`src/rtl/uart_pkg.sv`:
```
// Shared types and constants for the UART receiver.
`timescale 1ns/1ps
package uart_pkg;

  localparam int unsigned OVERSAMPLE = 16;
  localparam int unsigned DEF_CLK_HZ = 12000000;
  localparam int unsigned DEF_BAUD   = 9600;

  typedef enum logic [2:0] {
    StIdle,
    StStart,
    StData,
`ifdef UART_RX_PARITY_EN
    StParity,
`endif
    StStop,
    StWaitIdle
  } state_e;

  // 2-of-3 vote used for every bit decision.
  function automatic logic majority(input logic a, input logic b, input logic c);
    return (a & b) | (a & c) | (b & c);
  endfunction

endpackage

```
`src/rtl/uart_baud_tick.sv`:
```
// Oversample tick generator: one-cycle tick every DIV clocks, restartable via clr.
`timescale 1ns/1ps
module uart_baud_tick #(
  parameter int unsigned DIV = 78
) (
  input  logic clk_12mhz,
  input  logic rst,
  input  logic clr,
  output logic tick
);

  localparam int unsigned W = (DIV > 1) ? $clog2(DIV) : 1;

  logic [W-1:0] cnt;

  always_ff @(posedge clk_12mhz) begin
    if (rst || clr) begin
      cnt  <= '0;
      tick <= 1'b0;
    end else if (cnt == W'(DIV - 1)) begin
      cnt  <= '0;
      tick <= 1'b1;
    end else begin
      cnt  <= cnt + 1'b1;
      tick <= 1'b0;
    end
  end

endmodule

```
`src/rtl/uart_rx.sv`:
```
// 8N1 UART receiver with 16x oversampling and ready/valid output.
// Define UART_RX_PARITY_EN to receive 8E1 (even parity checked, mismatch = framing error).
`timescale 1ns/1ps
module uart_rx
  import uart_pkg::*;
#(
  parameter int unsigned CLK_HZ = DEF_CLK_HZ,
  parameter int unsigned BAUD   = DEF_BAUD
) (
  input  logic       clk_12mhz,
  input  logic       rst,
  input  logic       uart_rx_pin,
  output logic [7:0] rx_data,
  output logic       rx_valid,
  input  logic       rx_ready,
  output logic       frame_err,
  output logic       overrun_err
);

  localparam int unsigned DIV = CLK_HZ / (BAUD * OVERSAMPLE);

  state_e     state;
  logic       sync1, sync2;
  logic [3:0] tcnt;
  logic [2:0] bcnt;
  logic [7:0] shreg;
  logic       s7, s8;
  logic       tick;
  logic       clr;
  logic       mid, last, bit_dec;

  // Restart the tick phase on the start edge so samples land mid-bit.
  assign clr     = (state == StIdle) && !sync2;
  assign mid     = tick && (tcnt == 4'd9);
  assign last    = tick && (tcnt == 4'd15);
  assign bit_dec = majority(s7, s8, sync2);

  uart_baud_tick #(
    .DIV(DIV)
  ) u_tick (
    .clk_12mhz(clk_12mhz),
    .rst      (rst),
    .clr      (clr),
    .tick     (tick)
  );

  always_ff @(posedge clk_12mhz) begin
    if (rst) begin
      state       <= StIdle;
      sync1       <= 1'b1;
      sync2       <= 1'b1;
      tcnt        <= '0;
      bcnt        <= '0;
      shreg       <= '0;
      s7          <= 1'b1;
      s8          <= 1'b1;
      rx_data     <= '0;
      rx_valid    <= 1'b0;
      frame_err   <= 1'b0;
      overrun_err <= 1'b0;
    end else begin
      sync1       <= uart_rx_pin;
      sync2       <= sync1;
      frame_err   <= 1'b0;
      overrun_err <= 1'b0;

      if (rx_valid && rx_ready) rx_valid <= 1'b0;

      if (tick) tcnt <= tcnt + 4'd1;
      if (tick && (tcnt == 4'd7)) s7 <= sync2;
      if (tick && (tcnt == 4'd8)) s8 <= sync2;

      unique case (state)
        StIdle: begin
          tcnt <= '0;
          if (!sync2) state <= StStart;
        end
        StStart: begin
          if (mid && bit_dec) state <= StIdle;
          else if (last) state <= StData;
        end
        StData: begin
          if (mid) shreg <= {bit_dec, shreg[7:1]};
          if (last) begin
            bcnt <= bcnt + 3'd1;
`ifdef UART_RX_PARITY_EN
            if (bcnt == 3'd7) state <= StParity;
`else
            if (bcnt == 3'd7) state <= StStop;
`endif
          end
        end
`ifdef UART_RX_PARITY_EN
        StParity: begin
          if (mid && (bit_dec != ^shreg)) begin
            frame_err <= 1'b1;
            state     <= StWaitIdle;
          end else if (last) begin
            state <= StStop;
          end
        end
`endif
        StStop: begin
          if (mid) begin
            if (bit_dec) begin
              state <= StIdle;
              // A pending unaccepted byte wins; the new one is dropped.
              if (!rx_valid || rx_ready) begin
                rx_data  <= shreg;
                rx_valid <= 1'b1;
              end else begin
                overrun_err <= 1'b1;
              end
            end else begin
              frame_err <= 1'b1;
              state     <= StWaitIdle;
            end
          end
        end
        StWaitIdle: begin
          if (sync2) state <= StIdle;
        end
        default: state <= StIdle;
      endcase
    end
  end

endmodule

```
`config.mk`:
```
export PLATFORM = sky130hd
export DESIGN_NAME = uart_rx
export DESIGN_NICKNAME = d
export VERILOG_FILES = /design/src/rtl/uart_pkg.sv /design/src/rtl/uart_baud_tick.sv /design/src/rtl/uart_rx.sv
export SDC_FILE = /design/constraint.sdc
export NUM_CORES = 1
export LEC_CHECK = 0
export ABC_AREA = 1
export CAP_MARGIN = 40
export CORE_MARGIN = 2
export CORE_UTILIZATION = 35
export CTS_CLUSTER_SIZE = 30
export DETAILED_ROUTE_END_ITERATION = 6
export GPL_TIMING_DRIVEN = 0
export PLACE_DENSITY = 0.58
export SYNTH_ARGS = -nofsm -noshare
export SYNTH_HDL_FRONTEND = slang
export SYNTH_HIERARCHICAL = 1
export SYNTH_SLANG_ARGS = --single-unit
export TNS_END_PERCENT = 100
```
`constraint.sdc`:
```
create_clock -name clk_12mhz -period 3 [get_ports clk_12mhz]
set_clock_uncertainty 0.15 [all_clocks]
set_input_delay 0.45 -clock clk_12mhz [delete_from_list [all_inputs] [get_ports clk_12mhz]]
set_output_delay 0.45 -clock clk_12mhz [all_outputs]
set_load 0.005 [all_outputs]
```
==> results.md, run 1 <==
* Run status: complete, no violations
* Hold Crit Start: sync1
* Die footprint at 5810 um^2
* Syn Inst Count at 232
* Total setup buffers inserted after CTS at 0
* Antenna diode count at 0
* Crit end category: register
* Synth Flop Type: dfxtp_1
* Worst min-delay path class: reg -> reg
* IO buf count at 14
* Maximum net fanout on the critical path at 10
* Pre-antenna DRT Iters at 4
* Worst R2R Path Depth at 7
* TritonCTS clock tree: yes
* Number of global-route vias before repair at 1323
* Fmax achieved at 0.530 GHz
* Final Max Tran Viols at 0
* Async SR Flop Fraction at 0
* Max Cap Viol at 0
* Mapped Nets at 243
* Hold Crit Depth at 1
* Post-CTS sizing at 0
* Final WL at 3060 um
* CP Launch Type: input port
* Largest area contributor in the netlist: dfxtp_1
* Final antenna-violating net count at 0
* Slew @ Worst Pin at 0.425 ns
* Via count at 1432
* Setup_tns at 0 ns
* DRC Markers at 0
* Setup Crit Path Kind: in -> reg
* First-pass GRT wire length at 5560 um
* Initial DRC Count at 72
* Clk root buf: clkbuf_8
* Final Cycle Share at 0.629
* Final Wtd Congestion at 0.768
* Remaining global-route overflow at 0
* Post-synth top area share at 0.450
* RR Endpoint: shreg[5]
* Worst r2r src: tcnt[1]
* Synthesis-stage register bit count at 41
* Io pins at 15
* Ys Warns at 6
* Synth top area cells: dfxtp_1 45%, inv_1 7.4%, nor2_1 6.6%, nand2_1 5.8%, o21ai_0 5.5%
* Final setup vio count at 0
* Post-DP HPWL at 2300 um
* Core ar. at 5070 um^2
* Flop2flop setup slack at 1.36 ns
* Most common cell in the synthesized netlist: dfxtp_1
* Top post-synthesis cells by count: 41 x dfxtp_1, 36 x inv_1, 32 x nor2_1
* Critical Path Max Stage Delay at 0.52 ns
* Worst Hold Endpoint: sync2
* Critical path arrival at 1.91 ns
* Crit path buffers/inverters at 4
* Post-Syn Area at 1820 um^2
* Fin. Hold Viols at 0
* Layout cells sized above 1 at 0.130
* Drt wl/cell at 9.45 um
* Chip width at 76.2 um
* Maximum number of pins on one net before global-route repair at 13
* Post-synth EDFFs at 0
* Leak at 0.874 nW
* Power, Total at 1.07 mW
* Clock slew at reported path FFs at 0.08 ns
* Num CTS Buffers at 5
* Min Tclk post-route at 1.89 ns
* Register area share after synthesis at 0.450
* Vias per Instance at 4.42
* Syn Area/Cell at 7.86 um^2
* Critical Path RT at 3.03 ns
* Final nets at 264
* Row count at 26
* P&R area growth vs syn at 18.9%
* Die height at 76.2 um
* Cell Pwr Density at 495 nW/um^2
* Cell family with most CP delay: buffers and inverters
* GRT Total Usage at 0.117
* Antenna violations before repair at 0
* # H-tree levels at 2
* Slew HR at 0.717
* Initial Utilization at 0.359
* Worst vdd ir at 0.265 mV
* Unrepaired setup endpoints after global routing: false
* Clock buffer depth at 2
* Slowest cell on the critical path: clkdlybuf4s50_1
* Hold_buf cts at 0
* Cell mode on critical path: clkbuf_1
* Clock latency on the worst-skew pair at 0.29 ns
* CP cell instances: clkdlybuf4s50_1 > clkbuf_1 > inv_1 > clkbuf_1 > o21ai_0 > nor2_1
* Clk sinks at 41
* Post-synthesis cell type count at 27
## registers in the layout (all words and copies together), names as in the netlist
register     count
rx_data          8
shreg            8
u_tick/cnt       7
tcnt             4
bcnt             3
state            3
frame_err        1
overrun_err      1
rx_valid         1
s7               1
s8               1
sync1            1
sync2            1
u_tick/tick      1
## stage by stage
step	instance area [um^2]	hold WS [ns]	std cells	setup slack, ns	util
floorplan	1820	0.239	232	1.51	-
global placement	2050	0.240	316	0.826	0.404
detailed placement	2050	0.248	316	0.807	0.404
finish	2170	0.265	324	1.11	0.427
global route	2170	0.292	324	0.952	0.427
CTS	2170	0.271	324	1.13	0.427
## how the worst max path moves through the flow
stage               startpoint    endpoint  slack [ns]  cells after the start
finish                     rst     bcnt[1]        1.11                      6
global route               rst  rx_data[4]        0.95                      6
CTS                        rst    shreg[0]        1.13                      6
detailed placement         rst  rx_data[4]        0.81                      6
global placement           rst     bcnt[1]        0.83                      6
floorplan              tcnt[1]  rx_data[0]        1.51                     10
## power breakdown
| part | total (mW) | switching [mW] | internal [mW] |
|---|---|---|---|
| Sequential | 0.559 | 0.00781 | 0.551 |
| Combinational | 0.0580 | 0.0357 | 0.0224 |
| Clock | 0.457 | 0.185 | 0.271 |
## layout make-up
| cell class | instances | area [um^2] |
|---|---|---|
| Timing Repair Buffer | 14 | 140 |
| Tap cell | 70 | 87.6 |
| Buffer | 5 | 33.8 |
| Clock buffer | 7 | 86.3 |
| Inverter | 36 | 135 |
| Fill cell | 521 | 2910 |
| Multi-Input combinational cell | 150 | 835 |
| Sequential cell | 41 | 821 |
| Clock inverter | 1 | 30.0 |
## metal layers
layer,up-vias,share of wire,track usage
met1,613,0.48,0.140
met4,0,0.021,0.0545
met2,26,0.45,0.194
met3,7,0.048,0.0332
met5,-,0,0
li1,786,-,-
## kinds of logic (layout without fill, tap and decap cells)
family / count (synthesis) / in the layout / synth area share
compound gates: 46 / 46 / 0.140
fa+ha+maj: 7 / 7 / 0.0480
simple gates: 96 / 96 / 0.265
flops: 41 / 41 / 0.450
xor+xnor: 1 / 1 / 0.00480
buf+inv: 41 / 63 / 0.0926
## cell usage in the layout, fill, tap and decap left out, types with 2 or more instances in the layout
master | Yosys | layout
nor2_2 | 4 | 4
o21ai_0 | 20 | 20
inv_1 | 36 | 36
o21ai_2 | 2 | 2
nand4_1 | 3 | 3
dfxtp_1 | 41 | 41
or2_2 | 3 | 3
nand2_1 | 28 | 28
nand3_2 | 4 | 4
clkdlybuf4s50_1 | 0 | 14
nor3_1 | 3 | 3
nand2_2 | 2 | 2
clkbuf_8 | 0 | 6
nand2_4 | 2 | 2
ha_1 | 7 | 7
a21oi_2 | 3 | 3
buf_6 | 2 | 2
clkbuf_1 | 3 | 4
a21oi_1 | 19 | 19
nor2_1 | 32 | 32
nor2_4 | 3 | 3
nand3_1 | 8 | 8
Power figures use the tool's default switching activity.
==> run 2: changes to the inputs <==
Settings changed: PLACE_DENSITY 0.58 to 0.6.
Clock period 3 ns to 1.65 ns, I/O delays scaled along.
==> run 2 against run 1 <==
  * Critical path type is now reg -> reg
  * Highest routed layer unchanged
  * Critical path depth rose by 2
  * Utilization up 2.2 points
  * Via count up 4.9%
  * Largest power group unchanged
  * Non-clock buffer count is 6 higher
==> results.md, run 2 (synthesized netlist as in run 1, its figures left out) <==
* Run status: complete, no violations (unchanged)
* Met3 usage at 0.0320 (was 0.0332)
* Die height at 76.2 um (unchanged)
* Leak at 0.924 nW (was 0.874 nW)
* Hold Crit Depth at 1 (unchanged)
* Chip width at 76.2 um (unchanged)
* Clock latency on the worst-skew pair at 0.29 ns (about the same)
* # H-tree levels at 2 (unchanged)
* GRT Total Usage at 0.122 (was 0.117)
* Crit end category: register (unchanged)
* DP Area at 2050 um^2 (unchanged)
* Final Cycle Share at 0.944
* Worst min-delay path class: reg -> reg (unchanged)
* Maximum net fanout on the critical path at 5 (was 10)
* Clock share of power at 0.414 (was 0.425)
* Cell Pwr Density at 850 nW/um^2 (was 495 nW/um^2)
* Final instance area at 2280 um^2 (was 2170 um^2)
* Min Tclk post-route at 1.56 ns
* Pre-antenna DRT Iters at 4 (unchanged)
* Hold_buf cts at 0 (unchanged)
* Clk sinks at 41 (unchanged)
* Critical path arrival at 1.60 ns (was 1.91 ns)
* Met2 Resource Use GR at 0.200 (was 0.194)
* Flop2flop setup slack at 0.09 ns (was 1.36 ns)
* Via count at 1502 (was 1432)
* Largest regs: rx_data: 8 flops, shreg: 8 flops, u_tick/cnt: 7 flops (unchanged)
* Sw Share at 0.224 (was 0.213)
* IO buf count at 14 (unchanged)
* Final antenna-violating net count at 0 (unchanged)
* Die footprint at 5810 um^2 (unchanged)
* Met1 GRT Util at 0.146 (was 0.140)
* Core ar. at 5070 um^2 (unchanged)
* Antenna violations before repair at 0 (unchanged)
* Initial Utilization at 0.359 (unchanged)
* Vias per Instance at 4.55 (was 4.42)
* Commonest non-fill, non-tap cell in the layout: dfxtp_1 (unchanged)
* Clock slew at reported path FFs at 0.08 ns (about the same)
* First-pass GRT wire length at 5740 um (was 5560 um)
* Critical Path RT at 1.69 ns (was 3.03 ns)
* Clock buffer depth at 2 (unchanged)
* P&R area growth vs syn at 24.9% (was 18.9%)
* Fillcell total at 518 (was 521)
* Combinational power share at 0.061 (was 0.054)
* Final Max Tran Viols at 0 (unchanged)
* Remaining global-route overflow at 0 (unchanged)
* Num CTS Buffers at 5 (unchanged)
* Row count at 26 (unchanged)
* CP Launch Type: register (was input port)
* Initial DRC Count at 51 (was 72)
* Slew @ Worst Pin at 0.384 ns (was 0.425 ns)
* Worst vdd ir at 0.458 mV (was 0.265 mV)
* Final WL at 3390 um (was 3060 um)
* Share of power burned in registers at 0.525 (was 0.521)
* DRC Markers at 0 (unchanged)
* Int Pwr at 1.50 mW (was 0.845 mW)
* Most frequent cells in the layout: 38 x dfxtp_1, 33 x inv_1, 32 x nor2_1 (was 41 x dfxtp_1, 36 x inv_1, 32 x nor2_1)
* TritonCTS clock tree: yes (unchanged)
* Drt wl/cell at 10.3 um (was 9.45 um)
* Final Core Density at 0.449 (was 0.427)
* Post-DP HPWL at 2310 um (was 2300 um)
* Fin. Hold Viols at 0 (unchanged)
* Worst R2R Path Depth at 8 (was 7)
* Fmax achieved at 0.642 GHz
* Slew HR at 0.742 (was 0.717)
* Final setup vio count at 0 (unchanged)
* Final Wtd Congestion at 0.769 (was 0.768)
* Layout cells sized above 1 at 0.196 (was 0.130)
* Clk root buf: clkbuf_8 (unchanged)
* Setup Crit Path Kind: reg -> reg (was in -> reg)
* Final nets at 270 (was 264)
* Antenna diode count at 0 (unchanged)
* Io pins at 15 (unchanged)
* Max Cap Viol at 0 (unchanged)
* P_sw at 0.434 mW (was 0.229 mW)
* Number of global-route vias before repair at 1343 (was 1323)
* Gr busiest metal: met2 (unchanged)
* Maximum number of pins on one net before global-route repair at 14 (was 13)
-- run 2: worst max-delay path, stage by stage (launching register included) --
cell,delay (ns)
dfxtp_1,0.37
nor2_2,0.19
nand2_1,0.20
o21ai_0,0.21
inv_1,0.09
nand2_2,0.09
nand3_1,0.07
nand2_1,0.06
nor2_1,0.04
-- run 2: per-stage QoR --
step	std cells	setup slack [ns]	setup TNS, ns	power, mW	hold WS (ns)
finish	330	0.0916	0	1.94	0.266
detailed placement	316	-0.372	-6.44	1.14	0.246
CTS	324	0.000547	0	1.95	0.271
global route	330	-0.00276	-0.00300	2.03	0.288
floorplan	232	0.163	0	1.12	0.168
global placement	316	-0.345	-6.35	1.14	0.241
-- run 2: per-layer routing --
| layer | vias up | share of wire |
|---|---|---|
| met5 | - | 0 |
| met4 | 0 | 0.020 |
| met3 | 7 | 0.031 |
| met2 | 24 | 0.49 |
| met1 | 675 | 0.46 |
| li1 | 796 | - |
-- run 2: path summary, 6_finish.rpt --
check                           startpoint       end
worst max-delay path              state[0]  state[0]
worst min-delay path                 sync1     sync2
worst max register to register    state[0]  state[0]
worst min register to register       sync1     sync2
-- run 2: final cells by class --
type | instances | area, um^2 | area share
Multi-Input combinational cell | 150 | 876 | 0.384
Sequential cell | 41 | 825 | 0.362
Timing Repair Buffer | 20 | 203 | 0.0890
Inverter | 36 | 135 | 0.0593
Tap cell | 70 | 87.6 | 0.0384
Clock buffer | 6 | 72.6 | 0.0319
Buffer | 5 | 41.3 | 0.0181
Clock inverter | 2 | 38.8 | 0.0170
-- run 2: timing repair --
| action | 4_1_cts | 5_1_grt |
|---|---|---|
| pin swaps | 0 | 5 |
| gates resized for setup | 1 | 18 |
| cloned | 0 | 1 |
| buffers inserted | 0 | 5 |
| setup endpoints to repair | 8 | 22 |
-- run 2: power by group through the flow --
stage / clock network [mW] / registers [mW] / logic, mW
2_1_floorplan: 0 / 1.04 / 0.0800
3_3_place_gp: 0 / 1.04 / 0.104
3_5_place_dp: 0 / 1.04 / 0.105
4_1_cts: 0.833 / 1.02 / 0.105
5_1_grt: 0.878 / 1.02 / 0.136
6_report: 0.802 / 1.02 / 0.117
==> run 3: changes to the inputs <==
Settings changed: CORE_ASPECT_RATIO from default to 1.4.
Clock period 1.65 ns to 1.2 ns, I/O delays scaled along.
==> run 3 against run 2 <==
  * The flow now finishes with violations (setup timing)
  * Global-route usage grew 0.73 points
  * Die area is 0.14% higher
  * Final cell count unchanged
  * Sequential share of layout area fell by 2.2 points
  * Sequential power up 37%
  * Utilization is 4.1 points higher
  * Via count increased by 2.7%
  * Hold slack worse by 0.11 ns
  * Register-to-register slack got worse by 0.42 ns
==> results.md, run 3 (synthesized netlist as in run 1, its figures left out) <==
* Run status: finished, violations left (was complete, no violations)
* Failing checks: setup timing
* Io pins at 15 (unchanged)
* Clock latency on the worst-skew pair at 0.29 ns (about the same)
* Post-DP HPWL at 2330 um (was 2310 um)
* Final WL at 3540 um (was 3390 um)
* Fillcell total at 482 (was 518)
* Sw Share at 0.235 (was 0.224)
* Unrepaired setup endpoints after global routing: true
* Core ar. at 5080 um^2 (was 5070 um^2)
* Maximum number of pins on one net before global-route repair at 13 (was 14)
* # placed instances at 312 (was 316)
* Pre-antenna DRT Iters at 4 (unchanged)
* Combinational power share at 0.075 (was 0.061)
* Die footprint at 5810 um^2 (about the same)
* Int Pwr at 1.98 mW (was 1.50 mW)
* GRT Total Usage at 0.129 (was 0.122)
* Slew HR at 0.830 (was 0.742)
* Initial Utilization at 0.359 (about the same)
* Critical path arrival at 1.61 ns (was 1.60 ns)
* Maximum net fanout on the critical path at 7 (was 5)
* Num CTS Buffers at 5 (unchanged)
* Antenna violations before repair at 0 (unchanged)
* Row count at 31 (was 26)
* Via count at 1543 (was 1502)
* Cell Count, Final, Fillers Out at 330 (unchanged)
* Clock buffer depth at 2 (unchanged)
* Layout cells sized above 1 at 0.402 (was 0.196)
* # H-tree levels at 2 (unchanged)
* Final Max Tran Viols at 0 (unchanged)
* Setup Crit Path Kind: reg -> reg (unchanged)
* Max Cap Viol at 0 (unchanged)
* TritonCTS clock tree: yes (unchanged)
* Fmax achieved at 0.654 GHz (was 0.642 GHz)
* Clk root buf: clkbuf_8 (unchanged)
* Flop2flop setup slack at -0.33 ns (was 0.09 ns)
* Post-layout worst setup margin at -0.328 ns (was 0.0916 ns)
* IO buf count at 14 (unchanged)
* Worst Hold Endpoint: u_tick/tick (was sync2)
* Antenna diode count at 0 (unchanged)
* Slew @ Worst Pin at 0.252 ns (was 0.384 ns)
* P_sw at 0.607 mW (was 0.434 mW)
* Drt wl/cell at 10.7 um (was 10.3 um)
* Worst R2R Path Depth at 8 (unchanged)
* Place WS at -0.752 ns (was -0.372 ns)
* First-pass GRT wire length at 5840 um (was 5740 um)
* CP Launch Type: register (unchanged)
* Final setup vio count at 27 (was 0)
* Worst vdd ir at 0.646 mV (was 0.458 mV)
* DRC Markers at 0 (unchanged)
* Number of global-route vias before repair at 1409 (was 1343)
* Hold Crit Start: rst (was sync1)
* Most frequent cells in the layout: 27 x inv_1, 27 x nor2_1, 25 x nand2_1 (was 38 x dfxtp_1, 33 x inv_1, 32 x nor2_1)
* Final Cycle Share at 1.27 (was 0.944)
* Final nets at 274 (was 270)
* Leak at 0.982 nW (was 0.924 nW)
* Clock share of power at 0.383 (was 0.414)
* Fin. Hold Viols at 0 (unchanged)
* Final antenna-violating net count at 0 (unchanged)
* Cell Pwr Density at 1040 nW/um^2 (was 850 nW/um^2)
* P&R area growth vs syn at 36.4% (was 24.9%)
* Chip width at 65.0 um (was 76.2 um)
* Crit end category: register (unchanged)
* Min Tclk post-route at 1.53 ns (was 1.56 ns)
* Clock slew at reported path FFs at 0.08 ns (about the same)
* Worst min-delay path class: in -> reg (was reg -> reg)
* Hold Crit Depth at 2 (was 1)
* Worst r2r src: tcnt[1] (was state[0])
* Share of power burned in registers at 0.543 (was 0.525)
* Largest regs: rx_data: 8 flops, shreg: 8 flops, u_tick/cnt: 7 flops (unchanged)
* Die height at 89.4 um (was 76.2 um)
* Critical Path RT at 1.28 ns (was 1.69 ns)
* Remaining global-route overflow at 0 (unchanged)
* Final Wtd Congestion at 0.781 (was 0.769)
* Clk sinks at 41 (unchanged)
* RR Endpoint: shreg[6] (was state[0])
* Vias per Instance at 4.68 (was 4.55)
* Initial DRC Count at 53 (was 51)
run 3: cell types whose count changed in the layout (fill, tap and decap cells not counted), moves of 7 or more:
cell / before / now
dfxtp_1: 38 / 24
o21ai_0: 20 / 7
clkdlybuf4s15_1: 0 / 8
a21oi_1: 18 / 11
clkdlybuf4s50_1: 14 / 2
o21ai_2: 0 / 8
dfxtp_2: 3 / 15
a21oi_2: 4 / 11
run 3: critical path: stages, from the launching register on:
cell and delay (ns):
dfxtp_2 0.34, inv_2 0.07, ha_4 0.13, nand4_1 0.14, buf_4 0.19, nor2_4 0.16, buf_12 0.15, o21ai_1 0.06
nor2_1 0.08
run 3: power by group through the flow:
stage | registers, mW | clock network [mW] | logic (mW)
2_1_floorplan | 1.43 | 0 | 0.112
3_3_place_gp | 1.43 | 0 | 0.145
3_5_place_dp | 1.43 | 0 | 0.146
4_1_cts | 1.39 | 1.03 | 0.161
5_1_grt | 1.40 | 1.07 | 0.218
6_report | 1.40 | 0.988 | 0.193
run 3: what timing repair did:
item / in CTS / in global routing
gates resized for setup: 69 / 35
pin swaps: 19 / 20
endpoints found under the hold margin: 0 / 0
cloned: 0 / 1
hold buffers: 0 / 0
setup endpoints to repair: 49 / 42
setup buffers: 7 / 3
run 3: per-layer routing:
layer / GRT usage / part of all wire
met5: 0 / 0
met4: 0.0625 / 0.020
met3: 0.0353 / 0.032
met2: 0.246 / 0.52
met1: 0.128 / 0.42
run 3: worst max-delay path by stage:
stage                 end  slack (ns)  cells past startpoint  startpoint
6_report         shreg[6]       -0.33                      8     tcnt[1]
4_1_cts          state[0]       -0.33                      9     tcnt[1]
2_1_floorplan  rx_data[0]       -0.25                     10     tcnt[1]
3_3_place_gp   rx_data[3]       -0.74                      6         rst
3_5_place_dp   rx_data[3]       -0.75                      6         rst
5_1_grt          shreg[6]       -0.45                      8     tcnt[1]
run 3: cell type report:
type,instances,area [um^2],area share
clock inverters,1,5.00,0.00201
well taps,66,82.6,0.0332
flip-flops and latches,41,847,0.340
plain buffers,5,58.8,0.0236
repair buffers,24,240,0.0965
multi-input cells,150,1020,0.409
clock buffers,7,96.3,0.0387
inverters,36,140,0.0563
run 3: stage by stage:
| stage | utilization | hold slack, ns | total power, mW | TNS (ns) | area (um^2) |
|---|---|---|---|---|---|
| floorplan | - | 0.0935 | 1.54 | -3.30 | 1850 |
| global placement | 0.408 | 0.244 | 1.57 | -19.99 | 2070 |
| CTS | 0.463 | 0.125 | 2.58 | -6.21 | 2350 |
| detailed placement | 0.408 | 0.246 | 1.57 | -20.31 | 2070 |
| finish | 0.490 | 0.157 | 2.58 | -6.00 | 2490 |
| global route | 0.490 | 0.151 | 2.70 | -9.48 | 2490 |
